**src/rtl/casex_code_gen.sv**
```systemverilog
// Burst code generator: accepts a class/length request and emits req_len+1
// class codes over a valid/ready handshake, then idles for GAP cycles.
//
// state  | meaning
// IDLE   | ready for a request; c shows 3'b111
// EMIT   | c_valid high, presenting the code of the latched class
// GAP_S  | post-burst idle, GAP cycles, no request accepted
module casex_code_gen #(
  parameter int GAP = 1
) (
  input  logic       clk,
  input  logic       rst_n,
  input  logic       req_valid,
  output logic       req_ready,
  input  logic [1:0] req_sel,
  input  logic [3:0] req_len,
  output logic [2:0] c,
  output logic       c_valid,
  input  logic       c_ready,
  output logic       err,
  output logic       busy,
  output logic [7:0] cnt_st1,
  output logic [7:0] cnt_st2,
  output logic [7:0] cnt_st3
);

  localparam logic [1:0] IDLE  = 2'd0;
  localparam logic [1:0] EMIT  = 2'd1;
  localparam logic [1:0] GAP_S = 2'd2;

  localparam logic [3:0] GAP_LOAD = (GAP > 0) ? 4'(GAP - 1) : 4'd0;

  logic [1:0] state;
  logic [1:0] sel_q;
  logic [3:0] remaining;
  logic [3:0] gap_cnt;
  logic       t;
  logic       err_q;
  logic       accept;
  logic       xfer;
  logic [2:0] code;

  assign req_ready = (state == IDLE);
  assign c_valid   = (state == EMIT);
  assign busy      = (state != IDLE);
  assign err       = err_q;
  assign accept    = req_valid & req_ready;
  assign xfer      = c_valid & c_ready;

  always_comb begin
    code = 3'b111;
    case (sel_q)
      2'b01:   code = {2'b00, t};
      2'b10:   code = 3'b100;
      2'b11:   code = 3'b001;
      default: code = 3'b111;
    endcase
  end

  // Idle code 3'b111 never collides with any class pattern.
  assign c = c_valid ? code : 3'b111;

  always_ff @(posedge clk) begin
    if (!rst_n) begin
      state     <= IDLE;
      sel_q     <= 2'b00;
      remaining <= 4'd0;
      gap_cnt   <= 4'd0;
      err_q     <= 1'b0;
    end else begin
      err_q <= 1'b0;
      case (state)
        IDLE: begin
          if (accept) begin
            if (req_sel == 2'b00) begin
              err_q <= 1'b1;
            end else begin
              sel_q     <= req_sel;
              remaining <= req_len;
              state     <= EMIT;
            end
          end
        end
        EMIT: begin
          if (xfer) begin
            if (remaining != 4'd0) begin
              remaining <= remaining - 4'd1;
            end else if (GAP > 0) begin
              gap_cnt <= GAP_LOAD;
              state   <= GAP_S;
            end else begin
              state <= IDLE;
            end
          end
        end
        GAP_S: begin
          if (gap_cnt == 4'd0) begin
            state <= IDLE;
          end else begin
            gap_cnt <= gap_cnt - 4'd1;
          end
        end
        default: state <= IDLE;
      endcase
    end
  end

  always_ff @(posedge clk) begin
    if (!rst_n) begin
      t       <= 1'b0;
      cnt_st1 <= 8'd0;
      cnt_st2 <= 8'd0;
      cnt_st3 <= 8'd0;
    end else if (xfer) begin
      case (sel_q)
        2'b01: begin
          t <= ~t;
          if (cnt_st1 != 8'hFF) cnt_st1 <= cnt_st1 + 8'd1;
        end
        2'b10: if (cnt_st2 != 8'hFF) cnt_st2 <= cnt_st2 + 8'd1;
        2'b11: if (cnt_st3 != 8'hFF) cnt_st3 <= cnt_st3 + 8'd1;
        default: ;
      endcase
    end
  end

endmodule

```
**config.mk**
```make
export PLATFORM = sky130hd
export DESIGN_NAME = casex_code_gen
export DESIGN_NICKNAME = d
export VERILOG_FILES = /design/src/rtl/casex_code_gen.sv
export SDC_FILE = /design/constraint.sdc
export NUM_CORES = 1
export LEC_CHECK = 0
export CORE_ASPECT_RATIO = 1.4
export CORE_MARGIN = 8
export CORE_UTILIZATION = 40
export CTS_CLUSTER_DIAMETER = 80
export DETAILED_ROUTE_END_ITERATION = 8
export GPL_TIMING_DRIVEN = 0
export PLACE_DENSITY = 0.65
export SYNTH_ARGS = -nofsm -noshare
export SYNTH_HDL_FRONTEND = slang
export SYNTH_SLANG_ARGS = --single-unit
```
**constraint.sdc**
```tcl
create_clock -name clk -period 2.3 [get_ports clk]
set_clock_uncertainty 0.2 [all_clocks]
set_input_delay 0.23 -clock clk [delete_from_list [all_inputs] [get_ports clk]]
set_output_delay 0.23 -clock clk [all_outputs]
set_load 0.005 [all_outputs]
```
; Word level (Yosys, flattened, before mapping)
; Index checks and enable logic that the tools add are counted.
; Widths: inputs -> output; s select.
[op_classes]
n_eq_ne = 15
bitwise_logic = 4
n_mux = 18
add_sub_neg = 5
n_reduce_logical = 16
[op_table]
columns = operator, count
row1 = $mux 4, 7
row2 = $add 8x1->8 const B, 3
row3 = $ne 8x8->1 const B, 3
row4 = $pmux 4 s2, 2
row5 = $reduce_and 3->1, 5
row6 = $mux 2, 5
row7 = $reduce_and 5->1, 2
row8 = $pmux 3 s3, 1
row9 = $ne 2x2->1 const B, 4
row10 = $sub 4x1->4 const B, 2
row11 = $eq 2x2->1 const B, 3
row12 = $ne 2x1->1 const B, 3
row13 = $pmux 2 s3, 1
row14 = $reduce_bool 2->1, 3
row15 = $eq 2x1->1 const B, 2
row16 = $logic_not 2->1, 2
row17 = $logic_not 4->1, 1
row18 = $reduce_and 4->1, 1
row19 = $reduce_bool 4->1, 1
row20 = $mux 3, 1
row21 = $and 1x1->1, 2
row22 = $not 1->1, 2
row23 = $reduce_and 2->1, 1
row24 = $mux 1, 1
[word_totals]
in_bits = 10
out_inout_bits = 31
ff_bits = 38
elab_cells = 67

; Logic depth before layout (Yosys ltp)
; Gate-level depths: netlist of the first run.
[logic_depth]
depth_word = 4
mapped_depth = 6
ltp_nobuf = 6

; Worst setup path after synthesis of the first run
; OpenSTA, ideal clock, no wires.
[synth_timing]
path_kind = register -> register
start = reg state[1]
end = reg cnt_st3[7]
synth_period_minus_slack_ns = 1.836
setup_time_ns = 0.116
slack_ns = 0.464
t_required_ns = 1.984
arrival_ns = 1.519
n_path_buf = 1
stages_incl_launch_ff = 6
path_cell_list = dfxtp_1 -> clkbuf_1 -> and4b_1 -> nand3_1 -> or4b_1 -> o211a_1
[synth_between]
elab_chain_cells = 3
[synth_rtl]
columns = item, line
row1 = start: declaration, 33  ; logic [1:0] state;
row2 = start signal: assignment, 65  ; state <= IDLE;
row3 = start signal: assignment, 80  ; state <= EMIT;
row4 = start signal: assignment, 90  ; state <= GAP_S;
row5 = $eq 2x1->1, 44  ; assign c_valid = (state == EMIT);
row6 = $and 1x1->1, 48  ; assign xfer = c_valid & c_ready;
row7 = $reduce_and 3->1 (no source line), -
row8 = end signal: assignment, 121  ; 2'b11: if (cnt_st3 != 8'hFF) cnt_st3 <= cnt_st3 + 8'd1;
row9 = end: declaration, 24  ; output logic [7:0] cnt_st3
; Every way passes these cells.
; A chain may end at the register's enable or synchronous reset.

; Final worst setup path of the first run
[layout_timing]
start = reg state[1]
end = out c[1]
[layout_between]
elab_chain_cells = 2
[layout_rtl]
columns = item, line
row1 = $eq 2x1->1, 44
row2 = $mux 3, 61  ; assign c = c_valid ? code : 3'b111;
row3 = end: declaration, 17  ; output logic [2:0] c,
; Every way passes these cells.

==> impl_metrics.py, run 1 <==
metrics = {
    "status": {
        "outcome": "finished clean",
    },
    "cts": {
        "cts_resized": 3,
        "cts_tree": "built",
        "clk_path_buf_depth": 2,
        "cts_buffers": 5,
        "insertion_delay_ns": 0.29,
        "post_cts_buffers": 0,
        "cts-root-buf": "clkbuf_8",
        "clk_pin_slew_ns": 0.08,
        "ctsHtreeMaxLevel": 2,
        "cts_sinks": 38,
        "cts_hold_buf": 0,
    },
    "placed_design": {
        "dp_cells": 332,
        "io_buffers": 39,
        "gp_congestion": 0.823,
        "post-place-ws_ns": -0.0946,
        "dpl.hpwl_microns": 3830,
    },
    "drt": {
        "drtIter0Drc": 97,
        "firstDrtPassIters": 4,
        "via_per_inst": 5.43,
        "vias": 1845,
        "ant_nets": 0,
        "drc": 0,
        "avgRoutedWirePerCell_microns": 15.1,
        "drt_wl_total_microns": 5120,
    },
    "floorplan": {
        "die_y_microns": 98.9,
        "core-area_sq_um": 4800,
        "rows": 30,
        "chipWidth_microns": 75.2,
        "pin_count": 41,
        "initial_utilization_pct": 40.9,
        "design.die.area_sq_um": 7440,
    },
    "hold_path": {
        "hold_class": "in2reg",
    },
    "sta": {
        "slew_violations": 0,
        "relSlewSlack_pct": 57.1,
        "setup_viol": 0,
        "fmax_mhz": 462,
        "min_period_ns": 2.16,
        "hold_viol_final": 0,
        "fin_crit_sh_pct": 94.1,
        "rsz0062_at_grt": "no",
        "setup_slack_ns": 0.136,
        "worstMarginPinSlew_ns": 0.635,
    },
    "final_layout": {
        "regArea_sq_um": 761,
        "multi_input_area_sq_um": 1130,
        "finalNonFillerCells": 340,
        "finalNetCount": 290,
        "area_delta_synth_final_pct": 29.4,
        "n_antenna_cell": 0,
        "fillers": 493,
        "drive_gt1_share_pct": 6.52,
    },
    "logic_synthesis": {
        "synth_top_cell_by_area": "dfxtp_1",
        "synth_cells": 229,
        "yosysMostFrequentCell": "dfxtp_1",
        "synth_fp_nets": 244,
        "seq_area_frac_synth_pct": 38.7,
        "synth_flop_cell": "dfxtp_1",
        "syn_area_per_cell_sq_um": 8.58,
        "synth_area_leaders": "dfxtp_1 (39%), nand2_1 (5.0%), mux2i_1 (3.6%), ha_1 (3.2%), nor2_1 (2.9%)",
        "synth-edff-count": 0,
        "synth_top_area_share_pct": 38.7,
        "syn_area_sq_um": 1960,
        "synth_cell_types": 51,
        "async_flop_share_pct": 0,
        "yosysWarnings": 0,
        "ys_ff_latch": 38,
        "synth_commonest_cells": "dfxtp_1 (38), nand2_1 (26), nor2_1 (15)",
    },
    "critical_path": {
        "worstSetupStartpointType": "register",
        "endpoint_kind": "output pin",
        "crit_type": "reg2out",
        "slowest_stage": "clkdlybuf4s50_1",
        "arrival_ns": 1.73,
        "cp.required_ns": 1.87,
        "crit_path_max_incr_delay_ns": 0.52,
        "path_cells": "clkbuf_4, nand2b_4, clkinv_2, o21ai_0, clkdlybuf4s50_1",
        "crit_fanout": 10,
    },
    "power_and_ir_drop": {
        "total_power_mw": 1.37,
        "vdd_ir_drop_max_mv": 0.388,
        "cellPowerDensity_nw_per_um2": 540,
        "cellLeakagePower_nw": 0.916,
    },
    "global_route": {
        "grt_pass1_vias": 1876,
        "grt.overflow.total": 0,
        "grt_start_max_net_pins": 13,
        "antenna_found_initial": 0,
        "grt_usage_pct": 14.9,
        "grt_pass1_wl_microns": 8800,
    },
    "job": {
        "cap_violations": 0,
    },
}
## where the power goes
group          switching (mW)  leakage (nW)  total [mW]  internal [mW]
sequential             0.0158         0.307       0.691          0.675
combinational           0.107         0.562       0.195         0.0880
clock                   0.246        0.0472       0.487          0.241
total                   0.368         0.916        1.37           1.00
## logic make-up (layout without fill, tap and decap cells)
kind of cell / count (synthesis) / in the layout / synth area share, %
muxes: 8 / 8 / 4.14
and+or+nand+nor: 103 / 103 / 29.4
AOI/OAI and AO/OA: 48 / 48 / 17.5
adders and majority gates: 5 / 5 / 3.18
buffers and inverters: 20 / 67 / 3.95
xor gates and xnor gates: 7 / 7 / 3.12
DFF: 38 / 38 / 38.7
## layout by cell type, fill, tap and decap left out, types with 4 or more instances in the layout
cell type and n:
clkbuf_8 6, and2_1 4, clkdlybuf4s50_1 39, and3_1 7, a21oi_1 10, nand3_1 11
xnor2_1 5, nand2b_1 7, dfxtp_1 38, ha_1 5, mux2i_1 7, inv_1 11
o21ai_0 8, nand2_1 26, clkbuf_1 5, nor2_1 15, a211oi_1 6, and4_1 4
## worst max-delay path, delay by kind of cell (launching register included)
kind | cells | cell delay, ns
AOI/OAI and AO/OA | 1 | 0.10
buffers and inverters | 3 | 0.84
DFF | 1 | 0.34
and+or+nand+nor | 1 | 0.16
## cell type report
class	count	share of cell area (%)
Buffer	8	1.43
Inverter	12	1.82
Multi-Input combinational cell	171	44.6
Clock inverter	2	0.492
Sequential cell	38	29.9
Timing Repair Buffer	39	15.4
Tap cell	64	3.15
Clock buffer	6	3.25
## per-layer routing
metal / wire (microns) / track usage, % / up-vias
met2: 2560 / 25.5 / 35
met5: 0 / 0 / -
met1: 2240 / 16.9 / 870
li1: - / - / 936
met4: 68 / 5.79 / 0
met3: 251 / 3.76 / 4
## state kept, by name, summed over array words and instances (netlist names)
name and cells:
err 1, cnt_st1 8, cnt_st2 8, remaining 4, state 2, sel_q 2, gap_cnt 4, t 1
cnt_st3 8
## path summary, 6_finish.rpt
check                     from            to  slack (ns)  depth (start not counted)
hold / removal           rst_n    cnt_st3[1]        0.21                          3
setup / recovery      state[1]          c[1]        0.14                          5
hold reg to reg   remaining[3]  remaining[3]        0.29                          2
setup reg to reg  remaining[0]    gap_cnt[3]        0.24                          6
## per-stage QoR
| step | hold slack, ns | area, sq um | util [%] | setup TNS [ns] |
|---|---|---|---|---|
| 4_1_cts | 0.202 | 2540 | 52.9 | 0 |
| 2_1_floorplan | 0.105 | 1960 | - | 0 |
| 3_3_place_gp | 0.273 | 2430 | 50.7 | -0.166 |
| 6_report | 0.207 | 2540 | 52.9 | 0 |
| 5_1_grt | 0.221 | 2540 | 52.9 | 0 |
| 3_5_place_dp | 0.281 | 2430 | 50.7 | -0.224 |
Power figures use the tool's default switching activity.
==> inputs of run 2 (changes only) <==
--- a/constraint.sdc
+++ b/constraint.sdc
@@ -4,2 +4,2 @@
 set_output_delay 0.23 -clock clk [all_outputs]
-set_load 0.005 [all_outputs]
+set_load 0.01 [all_outputs]
==> run 2 against run 1 <==
Compared with the run above:
- count of clock-buffer cells in the layout unchanged
- combinational power is 2% higher
- sequential cell count is the same
- worst setup slack got worse by 0.022 ns
- wire length rose by 0.31%
- sequential share of layout area about the same
- sequential power hardly changed
- register-to-register slack about the same
- via count rose by 0.81%
- hold slack improved by 0.0043 ns
- clock power barely moved
- cell count stayed put
==> impl_metrics.py, run 2 (synthesized netlist as in run 1, its figures left out) <==
metrics = {
    "hold_path": {
        "min_path_cells": 3,
        "hold_class": "in2reg",
        "min_to": "cnt_st3[1]",
        "min_from": "rst_n",
    },
    "critical_path": {
        "path_buf_inv": 3,
        "crit_type": "reg2out",
        "rrSetupSlack_ns": 0.24,
        "slowest_stage": "clkdlybuf4s50_1",
        "r2r.worst_path.cells": 6,
        "cpLargestDelayFamily": "buffers and inverters",
        "worstSetupStartpointType": "register",
        "arrival_ns": 1.76,
        "r2r-start": "remaining[0]",
        "crit_path_max_incr_delay_ns": 0.54,
        "endpoint_kind": "output pin",
        "cp.required_ns": 1.87,
        "crit_fanout": 10,
        "path_cells": "clkbuf_4, nand2b_4, clkinv_2, nand2_1, clkdlybuf4s50_1",
        "r2r-end": "gap_cnt[3]",
    },
    "job": {
        "cap_violations": 0,
    },
    "drt": {
        "drtIter0Drc": 95,
        "avgRoutedWirePerCell_microns": 15.1,
        "via_per_inst": 5.47,
        "vias": 1860,
        "ant_nets": 0,
        "drc": 0,
        "drt_wl_total_microns": 5140,
        "firstDrtPassIters": 4,
    },
    "final_layout": {
        "final_core_util_pct": 53.0,
        "layout_common_cells": "dfxtp_1 (38), clkdlybuf4s50_1 (38), nand2_1 (26), nor2_1 (15)",
        "finalNonFillerCells": 340,
        "drive_gt1_share_pct": 6.52,
        "fillers": 494,
        "area_delta_synth_final_pct": 29.6,
        "finalNetCount": 290,
        "reg_top3": "cnt_st1: 8 flops, cnt_st2: 8 flops, cnt_st3: 8 flops",
        "n_antenna_cell": 0,
    },
    "power_and_ir_drop": {
        "clkPwrFrac_pct": 35.4,
        "p_sw_share_pct": 27.1,
        "cellPowerDensity_nw_per_um2": 541,
        "power_frac_comb_pct": 14.4,
        "p_sw_mw": 0.374,
        "intPower_mw": 1.00,
        "vdd_ir_drop_max_mv": 0.389,
        "total_power_mw": 1.38,
        "cellLeakagePower_nw": 0.917,
        "seq_power_share_pct": 50.2,
    },
    "sta": {
        "hold_viol_final": 0,
        "slew_violations": 0,
        "setup_viol": 0,
        "min_period_ns": 2.19,
        "fin_crit_sh_pct": 95.0,
        "rsz0062_at_grt": "no",
        "relSlewSlack_pct": 57.0,
        "worstMarginPinSlew_ns": 0.637,
        "fmax_mhz": 458,
    },
    "global_route": {
        "grt_usage_pct": 14.9,
        "grt.overflow.total": 0,
        "met2_usage_pct": 25.5,
        "grt_pass1_wl_microns": 8800,
        "met1_usage_pct": 16.9,
        "grt_use_met3_pct": 3.76,
        "top_usage_layer": "met2",
        "antenna_found_initial": 0,
        "grt_pass1_vias": 1876,
        "grt_start_max_net_pins": 13,
    },
    "cts": {
        "insertion_delay_ns": 0.29,
        "clk_pin_slew_ns": 0.08,
        "ctsHtreeMaxLevel": 2,
        "clk_path_buf_depth": 2,
        "cts_tree": "built",
        "post_cts_buffers": 0,
        "cts-root-buf": "clkbuf_8",
        "cts_sinks": 38,
        "cts_buffers": 5,
    },
    "placed_design": {
        "gp_congestion": 0.823,
        "dpl.hpwl_microns": 3830,
        "dp_cells": 332,
        "io_buffers": 39,
    },
    "floorplan": {
        "chipWidth_microns": 75.2,
        "design.die.area_sq_um": 7440,
        "core-area_sq_um": 4800,
        "rows": 30,
        "die_y_microns": 98.9,
        "pin_count": 41,
        "initial_utilization_pct": 40.9,
    },
    "status": {
        "outcome": "finished clean",
    },
}
==> run 2: changes by cell type in the layout (fill, tap and decap cells not counted) <==
cell	previous run	this run
clkdlybuf4s50_1	39	38
dlymetal6s2s_1	0	1
==> run 2: final cells by class <==
class                      instances  area [sq um]  share of cell area [%]
multi-input combinational        171          1130                    44.5
buffer                             8          36.3                    1.43
tap                               64          80.1                    3.15
inverter                          12          46.3                    1.82
clock inverter                     2          12.5                   0.492
timing repair buffer              39           393                    15.4
clock buffer                       6          82.6                    3.24
sequential                        38           761                    29.9
==> run 2: timing repair <==
| item | in CTS | in global routing |
|---|---|---|
| endpoints found under the setup margin | 4 | 3 |
| hold endpoints to repair | 0 | 0 |
| gates resized for setup | 3 | 3 |
| hold buffers | 0 | 0 |
==> run 2: worst max-delay path by stage <==
stage | startpoint | to | slack [ns] | depth (start not counted)
2_1_floorplan | cnt_st3[0] | cnt_st3[6] | 0.46 | 5
3_3_place_gp | c_ready | cnt_st1[7] | -0.09 | 5
3_5_place_dp | c_ready | cnt_st1[7] | -0.09 | 5
4_1_cts | state[1] | c[1] | 0.04 | 5
5_1_grt | state[1] | c[2] | 0.01 | 5
6_report | state[1] | c[0] | 0.11 | 5
==> run 2: worst register-to-register path, cell delays in order (launching register included) <==
cell     delay [ns]
dfxtp_1        0.34
inv_1          0.06
ha_1           0.17
nor3b_1        0.51
nand2_1        0.21
and3_1         0.23
mux2_2         0.25
==> run 2: power by group through the flow <==
stage	registers [mW]	clock network [mW]	logic, mW
6_report	0.691	0.488	0.199
5_1_grt	0.695	0.531	0.222
4_1_cts	0.691	0.499	0.200
3_5_place_dp	0.707	0	0.195
3_3_place_gp	0.706	0	0.192
2_1_floorplan	0.703	0	0.123
==> run 2: per-layer routing <==
metal,wire [microns],vias to the layer above
li1,-,937
met1,2230,882
met2,2570,37
met3,269,4
met4,68,0
met5,0,-
==> run 2: metrics by stage <==
stage / setup TNS [ns] / cell area (sq um) / setup WS, ns / hold WS, ns
after global routing: 0 / 2540 / 0.0117 / 0.221
after global placement: -0.166 / 2430 / -0.0860 / 0.273
after floorplan: 0 / 1960 / 0.455 / 0.105
final: 0 / 2540 / 0.114 / 0.211
after detailed placement: -0.224 / 2430 / -0.0946 / 0.281
after CTS: 0 / 2540 / 0.0373 / 0.202
